[config.mk]
export PLATFORM = sky130hd
export DESIGN_NAME = uart_rx_byte
export DESIGN_NICKNAME = d
export VERILOG_FILES = /design/src/rtl/uart_pkg.sv /design/src/rtl/uart_rx_baud_tick.sv /design/src/rtl/uart_rx_byte.sv
export SDC_FILE = /design/constraint.sdc
export NUM_CORES = 1
export LEC_CHECK = 0
export CAP_MARGIN = 5
export CORE_MARGIN = 5
export CORE_UTILIZATION = 50
export CTS_CLUSTER_DIAMETER = 80
export CTS_CLUSTER_SIZE = 30
export DETAILED_ROUTE_END_ITERATION = 16
export PLACE_DENSITY = 0.76
export SLEW_MARGIN = 20
export SYNTH_ARGS = -nofsm -noshare
export SYNTH_HDL_FRONTEND = slang
export SYNTH_HIERARCHICAL = 1
export SYNTH_SLANG_ARGS = --single-unit
[constraint.sdc]
create_clock -name Clk -period 3.2 [get_ports Clk]
set_clock_uncertainty 0.2 [all_clocks]
set_input_delay 0.48 -clock Clk [delete_from_list [all_inputs] [get_ports Clk]]
set_output_delay 0.48 -clock Clk [all_outputs]
set_load 0.005 [all_outputs]
[src/rtl/uart_pkg.sv]
// Shared UART constants: baud divisors, full-bit counts, receiver FSM encoding and small helpers.
package uart_pkg;

  localparam int unsigned OVERSAMPLE = 16;
  localparam int unsigned SAMPLE_MID = 8;
  localparam int unsigned TICK_CNT_W = $clog2(OVERSAMPLE);

  // Majority window sits on the slots either side of the bit centre
  localparam logic [TICK_CNT_W-1:0] SLOT_EARLY = TICK_CNT_W'(SAMPLE_MID - 1);
  localparam logic [TICK_CNT_W-1:0] SLOT_MID   = TICK_CNT_W'(SAMPLE_MID);
  localparam logic [TICK_CNT_W-1:0] SLOT_LATE  = TICK_CNT_W'(SAMPLE_MID + 1);

  localparam logic [8:0] BAUD_DIV_9600   = 9'd324;
  localparam logic [8:0] BAUD_DIV_19200  = 9'd162;
  localparam logic [8:0] BAUD_DIV_38400  = 9'd80;
  localparam logic [8:0] BAUD_DIV_57600  = 9'd53;
  localparam logic [8:0] BAUD_DIV_115200 = 9'd26;

  typedef enum logic [2:0] {
    ST_IDLE   = 3'd0,
    ST_START  = 3'd1,
    ST_DATA   = 3'd2,
    ST_PARITY = 3'd3,
    ST_STOP   = 3'd4
  } rx_state_e;

  function automatic logic [8:0] baud_div(input logic [2:0] sel);
    case (sel)
      3'd0:    baud_div = BAUD_DIV_9600;
      3'd1:    baud_div = BAUD_DIV_19200;
      3'd2:    baud_div = BAUD_DIV_38400;
      3'd3:    baud_div = BAUD_DIV_57600;
      3'd4:    baud_div = BAUD_DIV_115200;
      default: baud_div = BAUD_DIV_9600;
    endcase
  endfunction

  // Full-bit clock counts used by the transmitter side
  function automatic logic [12:0] baud_bit_cycles(input logic [2:0] sel);
    case (sel)
      3'd0:    baud_bit_cycles = 13'd5208;
      3'd1:    baud_bit_cycles = 13'd2604;
      3'd2:    baud_bit_cycles = 13'd1302;
      3'd3:    baud_bit_cycles = 13'd868;
      3'd4:    baud_bit_cycles = 13'd434;
      default: baud_bit_cycles = 13'd5208;
    endcase
  endfunction

  function automatic logic maj3(input logic a, input logic b, input logic c);
    maj3 = (a & b) | (a & c) | (b & c);
  endfunction

  function automatic logic even_parity(input logic [7:0] d);
    even_parity = ^d;
  endfunction

endpackage

[src/rtl/uart_rx_baud_tick.sv]
// 16x oversampling tick: one-cycle pulse every div_i+1 clocks while enabled; clr_i realigns phase.
module uart_rx_baud_tick (
  input  logic       Clk,
  input  logic       Rst_n,
  input  logic [8:0] div_i,
  input  logic       en_i,
  input  logic       clr_i,
  output logic       tick_o
);

  logic [8:0] cnt_q;
  logic       tick_q;

  // Divider counter with registered tick
  always_ff @(posedge Clk or negedge Rst_n) begin
    if (!Rst_n) begin
      cnt_q  <= 9'd0;
      tick_q <= 1'b0;
    end else if (clr_i) begin
      cnt_q  <= 9'd0;
      tick_q <= 1'b0;
    end else if (en_i) begin
      if (cnt_q == div_i) begin
        cnt_q  <= 9'd0;
        tick_q <= 1'b1;
      end else begin
        cnt_q  <= cnt_q + 9'd1;
        tick_q <= 1'b0;
      end
    end else begin
      tick_q <= 1'b0;
    end
  end

  assign tick_o = tick_q;

endmodule

[src/rtl/uart_rx_byte.sv]
// 8N1 UART receiver with 16x oversampling and 3-sample majority vote.
// Define UART_RX_PARITY_EN for 8E1 frames with a live Parity_err strobe.
module uart_rx_byte
  import uart_pkg::*;
(
  input  logic       Clk,
  input  logic       Rst_n,
  input  logic [2:0] Baud_sel,
  input  logic       Uart_rx,
  output logic [7:0] Data_byte,
  output logic       Rx_done,
  output logic       Frame_err,
  output logic       Parity_err,
  output logic       Uart_state
);

  logic                  rx_s1_q, rx_s2_q, rx_s3_q;
  logic                  start_edge_s, run_s, tick_s;
  rx_state_e             state_q;
  logic [8:0]            div_q;
  logic [TICK_CNT_W-1:0] tick_cnt_q, tick_cnt_d;
  logic [1:0]            samp_q;
  logic [2:0]            bit_cnt_q;
  logic [7:0]            shift_q, data_q;
  logic                  rx_done_q, frame_err_q, uart_state_q;
  logic                  sample_s, decide_s, bit_end_s, maj_s;
`ifdef UART_RX_PARITY_EN
  logic                  par_pend_q, parity_err_q;
`endif

  // Two-flop synchronizer plus edge-detect stage, idle-high reset
  always_ff @(posedge Clk or negedge Rst_n) begin
    if (!Rst_n) begin
      rx_s1_q <= 1'b1;
      rx_s2_q <= 1'b1;
      rx_s3_q <= 1'b1;
    end else begin
      rx_s1_q <= Uart_rx;
      rx_s2_q <= rx_s1_q;
      rx_s3_q <= rx_s2_q;
    end
  end

  assign start_edge_s = (state_q == ST_IDLE) && rx_s3_q && !rx_s2_q;
  assign run_s        = (state_q != ST_IDLE);

  uart_rx_baud_tick u_tick (
    .Clk    (Clk),
    .Rst_n  (Rst_n),
    .div_i  (div_q),
    .en_i   (run_s),
    .clr_i  (start_edge_s),
    .tick_o (tick_s)
  );

  // Slot decode: the counter value after this tick selects sample, decision and bit end
  always_comb begin
    tick_cnt_d = tick_cnt_q + TICK_CNT_W'(1);
    sample_s   = tick_s && ((tick_cnt_d == SLOT_EARLY) || (tick_cnt_d == SLOT_MID));
    decide_s   = tick_s && (tick_cnt_d == SLOT_LATE);
    bit_end_s  = tick_s && (tick_cnt_d == '0);
    maj_s      = maj3(samp_q[1], samp_q[0], rx_s2_q);
  end

  // Receive FSM with shift register and registered status strobes
  always_ff @(posedge Clk or negedge Rst_n) begin
    if (!Rst_n) begin
      state_q      <= ST_IDLE;
      div_q        <= BAUD_DIV_9600;
      tick_cnt_q   <= '0;
      samp_q       <= 2'b00;
      bit_cnt_q    <= 3'd0;
      shift_q      <= 8'h00;
      data_q       <= 8'h00;
      rx_done_q    <= 1'b0;
      frame_err_q  <= 1'b0;
      uart_state_q <= 1'b0;
`ifdef UART_RX_PARITY_EN
      par_pend_q   <= 1'b0;
      parity_err_q <= 1'b0;
`endif
    end else begin
      rx_done_q   <= 1'b0;
      frame_err_q <= 1'b0;
`ifdef UART_RX_PARITY_EN
      parity_err_q <= 1'b0;
`endif
      if (sample_s) begin
        samp_q <= {samp_q[0], rx_s2_q};
      end
      if (run_s && tick_s) begin
        tick_cnt_q <= tick_cnt_d;
      end
      case (state_q)
        ST_IDLE: begin
          if (start_edge_s) begin
            state_q      <= ST_START;
            uart_state_q <= 1'b1;
            div_q        <= baud_div(Baud_sel);
            tick_cnt_q   <= '0;
          end
        end
        ST_START: begin
          if (decide_s && maj_s) begin
            state_q      <= ST_IDLE;
            uart_state_q <= 1'b0;
          end else if (bit_end_s) begin
            state_q   <= ST_DATA;
            bit_cnt_q <= 3'd0;
          end
        end
        ST_DATA: begin
          if (decide_s) begin
            shift_q <= {maj_s, shift_q[7:1]};
          end
          if (bit_end_s) begin
            if (bit_cnt_q == 3'd7) begin
`ifdef UART_RX_PARITY_EN
              state_q <= ST_PARITY;
`else
              state_q <= ST_STOP;
`endif
            end else begin
              bit_cnt_q <= bit_cnt_q + 3'd1;
            end
          end
        end
`ifdef UART_RX_PARITY_EN
        ST_PARITY: begin
          if (decide_s) begin
            par_pend_q <= (maj_s != even_parity(shift_q));
          end
          if (bit_end_s) begin
            state_q <= ST_STOP;
          end
        end
`endif
        ST_STOP: begin
          // Leave at the decision point so a back-to-back start edge is not missed
          if (decide_s) begin
            state_q      <= ST_IDLE;
            uart_state_q <= 1'b0;
            if (maj_s) begin
              data_q    <= shift_q;
              rx_done_q <= 1'b1;
`ifdef UART_RX_PARITY_EN
              parity_err_q <= par_pend_q;
`endif
            end else begin
              frame_err_q <= 1'b1;
            end
`ifdef UART_RX_PARITY_EN
            par_pend_q <= 1'b0;
`endif
          end
        end
        default: begin
          state_q      <= ST_IDLE;
          uart_state_q <= 1'b0;
        end
      endcase
    end
  end

  assign Data_byte  = data_q;
  assign Rx_done    = rx_done_q;
  assign Frame_err  = frame_err_q;
  assign Uart_state = uart_state_q;
`ifdef UART_RX_PARITY_EN
  assign Parity_err = parity_err_q;
`else
  assign Parity_err = 1'b0;
`endif

endmodule

# After elaboration in Yosys (flattened, before gate mapping)
# Index checks and enable logic that the tools add are counted.
[word_totals] reg_bits=53 inputBits=6
[op_classes] n_addsub=3 eq_ne=21 muxes=32 bitwise=6 n_reduce_logical=20
[op_table] op="9-bit case mux with 4 select lines" count=1
[op_table] op="3-bit 2-to-1 mux" count=10
[op_table] op="9-bit 2-to-1 mux" count=3
[op_table] op="2-bit inequality test (second input constant)" count=8
[op_table] op="1-bit 2-to-1 mux" count=12
[op_table] op="4-bit 2-to-1 mux" count=3
[op_table] op="3-bit case mux with 4 select lines" count=1
[op_table] op="5-bit AND reduction" count=2
[op_table] op="9-bit by 1-bit adder with 9-bit output (second input constant)" count=1
[op_table] op="3-bit by 2-bit == test with 1-bit output (second input constant)" count=3
[op_table] op="3-bit == test (second input constant)" count=3
[op_table] op="9-bit == test" count=1
[op_table] op="4-bit == test (second input constant)" count=2
[op_table] op="1-bit logical AND" count=7
[op_table] op="3-bit by 1-bit == test with 1-bit output (second input constant)" count=2
[op_table] op="3-bit case mux with 2 select lines" count=1
[op_table] op="4-bit by 1-bit adder with 4-bit output (second input constant)" count=1
[op_table] op="4-bit by 3-bit == test with 1-bit output (second input constant)" count=1
[op_table] op="4-bit logical NOT" count=1
[op_table] op="1-bit case mux with 4 select lines" count=1
[op_table] op="2-bit AND reduction" count=2
[op_table] op="4-bit AND reduction" count=1
[op_table] op="2-bit nonzero test" count=2
[op_table] op="3-bit by 1-bit adder with 3-bit output (second input constant)" count=1
[op_table] op="other kinds (9)" count=12

# Logic depth before layout (Yosys ltp)
[depth] word_depth=6 mapped_depth=9 depth_no_buf=7

# Modules after synthesis
# Netlist, hierarchy kept.
[by_module_without_submodules] mod="uart_rx_byte" n_inst=1 cells_per_inst=154 area_each_um2=1994.4 seq_area_each_um2=1083.5
[by_module_without_submodules] mod="uart_rx_baud_tick" n_inst=1 cells_per_inst=60 area_each_um2=600.6 seq_area_each_um2=250.2

# Least setup slack after synthesis
# No wires, ideal clock.
[synth_path] kind="register -> register" startpoint="register state_q[1]" endpoint="register u_tick.cnt_q[8]" setup_ns=0.136 t_arrival_ns=1.900 required_ns=2.864 path_slack_ns=0.964 path_stages_with_launch=10 cell_sequence="dfrtp_1 buf_6 or3_4 or3b_1 buf_6 clkinv_4 o211a_1 nand4_1 xor2_1 nor2_1"
[synth_between] elab_cells_between_ends=6 classes_between="mux: 1; reduce/logical: 5"
[synth_lines] item="from (decl)" line_no="uart_rx_byte.sv:19" source="rx_state_e state_q;"
[synth_lines] item="from (signal assigned)" line_no="uart_rx_byte.sv:68" source="state_q <= ST_IDLE;"
[synth_lines] item="from (signal assigned)" line_no="uart_rx_byte.sv:97" source="state_q <= ST_START;"
[synth_lines] item="from (signal assigned)" line_no="uart_rx_byte.sv:105" source="state_q <= ST_IDLE;"
[synth_lines] item="3-bit nonzero test" line_no="uart_rx_byte.sv:45" source="assign run_s = (state_q != ST_IDLE);"
[synth_lines] item="via run_s" line_no="uart_rx_byte.sv:18" source="logic start_edge_s, run_s, tick_s;"
[synth_lines] item="2-bit nonzero test (no line)"
[synth_lines] item="to (signal assigned)" line_no="uart_rx_baud_tick.sv:27" source="cnt_q <= cnt_q + 9'd1;"
[synth_lines] item="to (decl)" line_no="uart_rx_baud_tick.sv:11" source="logic [8:0] cnt_q;"
# The timed path passes the listed nets, and every way through them passes these cells.
# A chain may end at the register's enable or synchronous reset.

# Worst setup path after layout
[layout_path] startpoint="register tick_cnt_q[0]" endpoint="register shift_q[2]"
[layout_between] elab_chain_cells=4
[layout_rtl] item="from (decl)" line_no="uart_rx_byte.sv:21" source="logic [TICK_CNT_W-1:0] tick_cnt_q, tick_cnt_d;"
[layout_rtl] item="from (signal assigned)" line_no="uart_rx_byte.sv:92" source="tick_cnt_q <= tick_cnt_d;"
[layout_rtl] item="4-bit by 1-bit adder with 4-bit output" line_no="uart_rx_byte.sv:58" source="tick_cnt_d = tick_cnt_q + TICK_CNT_W'(1);"
[layout_rtl] item="4-bit == test" line_no="uart_rx_byte.sv:60" source="decide_s = tick_s && (tick_cnt_d == SLOT_LATE);"
[layout_rtl] item="1-bit logical AND" line_no="uart_rx_byte.sv:60"
[layout_rtl] item="2-bit AND reduction (no line)"
[layout_rtl] item="to (signal assigned)" line_no="uart_rx_byte.sv:114" source="shift_q <= {maj_s, shift_q[7:1]};"
[layout_rtl] item="to (decl)" line_no="uart_rx_byte.sv:24" source="logic [7:0] shift_q, data_q;"
# Every way passes these cells.

==> results.json <==
{
  "status": "finished, violations left",
  "violations": "negative hold slack",
  "r2r_setup_slack_ns": 0.74,
  "finalCritPeriodShare": 0.7701,
  "worstSetupStartpoint": "tick_cnt_q[0]",
  "endpoint": "shift_q[2]",
  "nFillCells": 453,
  "multiInputGateArea_um2": 1169,
  "final_cell_mix": "dfrtp_1, nand2_1, nor2_1",
  "cp-start-kind": "register",
  "cp_max_fo": 8,
  "avgRoutedWirePerCell_um": 13.39,
  "irDropWorstVdd_mv": 0.2503,
  "p_comb_frac": 0.203,
  "clk_pin_slew_ns": 0.09,
  "die_area_um2": 6731,
  "max_freq_mhz": 405.8,
  "synth_warnings": 6,
  "core_um2": 5075,
  "antenna_found_initial": 0,
  "ant_nets": 0,
  "synth_seq_cells": 53,
  "critPathKind": "reg2reg",
  "overflow": 0,
  "io_pins": 18,
  "cts_buffers": 5,
  "power.leakage_nw": 1.367,
  "clockBufferDepth": 2,
  "dp_hpwl_um": 3005,
  "cts_sinks": 53,
  "dr.first_iter.drc_count": 66,
  "layout_commonest_cell": "dfrtp_1",
  "post-cts-setup-buffers": 0,
  "final_hold_viol_count": 40,
  "cts_resized": 0,
  "port_buffers": 16,
  "drive_above_1_share": 0.2308,
  "synth_edf_count": 0,
  "switching_share": 0.2969,
  "reg2reg_from": "tick_cnt_q[0]",
  "drv_slew": 0,
  "seqPwrFrac": 0.526,
  "avgSynthCellArea_um2": 12.13,
  "drv_cap": 0,
  "internal_power_mw": 1.172,
  "htreeDepth": 2,
  "ys_seq_area_frac": 0.5140,
  "firstDrtPassIters": 4,
  "routed-via-count": 1551,
  "initial_utilization": 0.5113,
  "critical_path.endpoint_type": "register",
  "num_antenna_cells": 0,
  "cp.arrival_ns": 2.46,
  "hold_buffers": 0,
  "worstReg2RegEnd": "shift_q[2]",
  "p_total_mw": 1.668,
  "grt_max_degree": 48,
  "syn_inst": 214,
  "via_per_inst": 5.102,
  "async_flop_share": 1.000,
  "rsz0062_at_grt": "false",
  "synth_ff_type": "dfrtp_1",
  "relSlewSlack": 0.6167,
  "powerDensity_nw_per_um2": 572.5,
  "synth_area_um2": 2595,
  "track_usage": 0.1329,
  "cts_root_buf": "clkbuf_8",
  "ff_latch_area_um2": 1334,
  "clkLatencyLatePin_ns": 0.31,
  "p_sw_mw": 0.4951,
  "synth_nets": 227,
  "whs_ns": -0.03384,
  "period_needed_ns": 2.464,
  "die_x_um": 82.04,
  "syn2layout_area_growth_pct": 12.25,
  "drc": 0,
  "place.gp.congestion": 0.7615,
  "worst_slew_pin_slew_ns": 0.5750,
  "critPathRequiredTime_ns": 3.19,
  "clockPowerShare": 0.271,
  "setup_viol": 0,
  "r2r_cells": 5,
  "cts_tree": "built",
  "layout.nets": 246,
  "die_h_um": 82.04,
  "rows": 26,
  "setup-tns-final_ns": 0,
  "first_global_vias": 1419,
  "grt_pass1_wl_um": 6741,
  "routed_wl_um": 4070,
  "hold_class": "in2async",
  "yosysUniqueCellTypes": 49
}
==> critical path, stage by stage (launching register included) <==
cell,delay [ns]
dfrtp_1,0.46
ha_1,0.25
xnor2_1,0.30
nand3_2,0.17
or3_1,0.59
mux2_4,0.37
==> final cells by class <==
cell class,count,share of cell area
inverters,8,0.01203
well taps,70,0.03007
multi-input cells,147,0.4012
clock inverters,3,0.01589
flip-flops and latches,53,0.4579
clock buffers,5,0.02363
repair buffers,18,0.05928
==> logic make-up (layout without fill, tap and decap cells) <==
| group | after synthesis | in the layout | share of synthesized area |
|---|---|---|---|
| buffers and inverters | 14 | 34 | 0.03568 |
| AO/OA/AOI/OAI | 22 | 22 | 0.06847 |
| AND/OR/NAND/NOR | 68 | 68 | 0.1408 |
| flip-flops | 53 | 53 | 0.5140 |
| other | 1 | 1 | 0.001445 |
| XOR/XNOR | 23 | 23 | 0.08342 |
| multiplexers | 25 | 25 | 0.1186 |
| adder cells (fa/ha/maj) | 8 | 8 | 0.03761 |
==> sequential cells by signal (all words and copies together) (netlist names), 2 cells and up <==
signal,cells
Data_byte,8
bit_cnt_q,3
div_q,9
samp_q,2
shift_q,8
state_q,3
tick_cnt_q,4
u_tick/cnt_q,9
==> Yosys cell counts, types with 6 or more instances <==
cell	number	area (µm²)
nand2_1	19	71.32
nor2_1	17	63.81
xnor2_1	15	131.4
dfstp_2	6	157.7
nand3_1	6	30.03
ha_1	7	87.58
dfrtp_1	47	1176
mux2_4	8	120.1
inv_1	7	26.28
xor2_1	6	52.55
mux2_2	13	146.4
==> worst min path at each step <==
stage                     startpoint            to  slack (ns)  cells past startpoint
after floorplan                Rst_n  Data_byte[0]       -0.02                      0
after global placement       rx_s1_q       rx_s2_q        0.15                      0
after detailed placement     rx_s1_q       rx_s2_q        0.15                      0
after CTS                      Rst_n      div_q[5]        0.16                      1
after global routing           Rst_n      div_q[5]        0.02                      1
final                          Rst_n      div_q[5]       -0.03                      1
==> per-stage QoR <==
step	instances	instance area (µm²)	util	hold WS, ns	setup slack (ns)
after global routing	304	2913	0.5740	0.01503	0.6477
after detailed placement	296	2795	0.5508	0.1485	0.7482
after floorplan	214	2595	-	-0.01559	0.9637
final	304	2913	0.5740	-0.03384	0.7357
after global placement	296	2795	0.5508	0.1472	0.8365
after CTS	304	2910	0.5735	0.1626	0.7277
==> power groups by stage <==
stage	Sequential, mW	Combinational, mW	Clock [mW]
floorplan	0.865	0.282	0
global placement	0.888	0.334	0
detailed placement	0.890	0.346	0
CTS	0.878	0.346	0.463
global route	0.892	0.386	0.490
finish	0.877	0.339	0.452
==> layer usage <==
metal	GRT usage	share of wire
met5	0	0
met1	0.1848	0.51
met4	0.05482	0.019
met2	0.2003	0.44
met3	0.02961	0.032
(Power assumes the default switching activity.)
==> RTL edit, RTL diff (config.mk and constraints unchanged) <==
The 5 states of `rx_state_e` get a one-hot encoding in 5 bits.
--- a/src/rtl/uart_pkg.sv
+++ b/src/rtl/uart_pkg.sv
@@ -16,12 +16,12 @@
   localparam logic [8:0] BAUD_DIV_57600  = 9'd53;
   localparam logic [8:0] BAUD_DIV_115200 = 9'd26;
 
-  typedef enum logic [2:0] {
-    ST_IDLE   = 3'd0,
-    ST_START  = 3'd1,
-    ST_DATA   = 3'd2,
-    ST_PARITY = 3'd3,
-    ST_STOP   = 3'd4
+  typedef enum logic [4:0] {
+    ST_IDLE   = 5'b00001,
+    ST_START  = 5'b00010,
+    ST_DATA   = 5'b00100,
+    ST_PARITY = 5'b01000,
+    ST_STOP   = 5'b10000
   } rx_state_e;
 
   function automatic logic [8:0] baud_div(input logic [2:0] sel);
Check against the original RTL: same outputs for any inputs over 10 cycles, from zero or initial values and one cycle with Rst_n low; not proved beyond that.
==> RTL edit against the original RTL <==
Synthesized area rose by 5.5%. Critical path type unchanged. Setup slack worse by 64 ps. Sequential cell count increased by 1. Die area increased by 4.8%. Design area grew 4.9%. Non-clock buffer count up 3. Wire length rose by 10%. Sequential share of layout area down 1.3 points. Power increased by 19%.
==> RTL edit: results (changes against the original RTL) <==
* CP arrival at 2520 ps (was 2460 ps)
* Pin count of the biggest net entering global routing at 55 (was 48)
* Gr usage total at 0.139 (was 0.133)
* Placed cell area at 0.00294 mm² (was 0.00280 mm²)
* Seq/Total Area, Yosys at 0.497 (was 0.514)
* Reg power frac at 0.483 (was 0.526)
* GPL Wtd Cong at 0.893 (was 0.762)
* Final Cycle Share at 0.790 (was 0.770)
* Synth cell types at 59 (was 49)
* Nets at 272 (was 246)
* Via density at 5.27 (was 5.10)
* Power share of the clock group at 0.233 (was 0.271)
* Sw Pwr at 0.654 mW (was 0.495 mW)
* First-pass GRT wire length at 8030 µm (was 6740 µm)
* Critical path's largest stage delay at 640 ps (was 590 ps)
* Max-slew headroom at 0.566 (was 0.617)
* Vias in the first global route at 1692 (was 1419)
* Per-cell routed wire length at 13.5 µm (was 13.4 µm)
* Power consumption at 1.98 mW (was 1.67 mW)
* Post-Syn Nets at 255 (was 227)
* Layout cells sized above 1 at 0.188 (was 0.231)
* DP Wirelength at 3190 µm (was 3000 µm)
* Starting DRT DRC Count at 123 (was 66)
* VDD IR-drop max at 0.000303 V (was 0.000250 V)
* Critical-path top delay cell: or3_1 (unchanged)
* Commonest cells post-synth: dfrtp_1 (47), nand2_1 (25), nor2_1 (19) (was dfrtp_1 (47), nand2_1 (19), nor2_1 (17))
* Outcome: finished clean (was complete, but fails checks)
* Largest cells by area after synthesis: dfrtp_1 (43%), dfstp_2 (6.7%), xnor2_1 (4.8%) (was dfrtp_1 (45%), dfstp_2 (6.1%), mux2_2 (5.6%))
## RTL edit: through the flow
stage / std cells / worst slack, ps
floorplan: 242 / 779
global placement: 324 / 783
detailed placement: 324 / 683
CTS: 332 / 677
global route: 332 / 492
finish: 332 / 672
## RTL edit: cell type report
cell class	count	area, µm²
clock buffers	5	68.8
repair buffers	21	193
inverters	9	33.8
clock inverters	3	43.8
well taps	72	90.1
fillers	473	2350
multi-input cells	168	1270
flip-flops and latches	54	1360
## RTL edit: final timing paths
kind                       cells after the start  slack (ps)          start           end
hold reg to reg                                0         160        rx_s1_q       rx_s2_q
hold / removal                                 2          70          Rst_n     samp_q[0]
min in group Clk                               0         160        rx_s1_q       rx_s2_q
setup reg to reg                               5         670  tick_cnt_q[0]    shift_q[7]
setup / recovery                               5         670  tick_cnt_q[0]    shift_q[7]
max in group asynchronous                      2        2290          Rst_n  bit_cnt_q[1]
## RTL edit: routing by layer
| layer | part of all wire | vias up | global-route usage |
|---|---|---|---|
| met4 | 0.021 | 0 | 0.0526 |
| met2 | 0.45 | 31 | 0.202 |
| li1 | - | 872 | - |
| met1 | 0.49 | 836 | 0.197 |
| met5 | 0 | - | 0 |
| met3 | 0.042 | 9 | 0.0385 |
## RTL edit: kinds of logic (layout without fill, tap and decap cells)
kind of cell               count (synthesis)  in the layout  synth area share
xor gates and xnor gates                  25             25            0.0827
other                                      1              1           0.00137
adders and majority gates                  8              8            0.0356
DFF                                       54             54             0.497
AOI/OAI and AO/OA                         32             32            0.0923
and+or+nand+nor                           82             82             0.158
muxes                                     20             20            0.0928
buffers and inverters                     20             38            0.0402
## RTL edit: critical path, delay by kind of cell, from the launching register on
kind | cells | cell delay [ps]
xor gates and xnor gates | 1 | 240
muxes | 1 | 360
adders and majority gates | 1 | 250
and+or+nand+nor | 2 | 920
DFF | 1 | 440
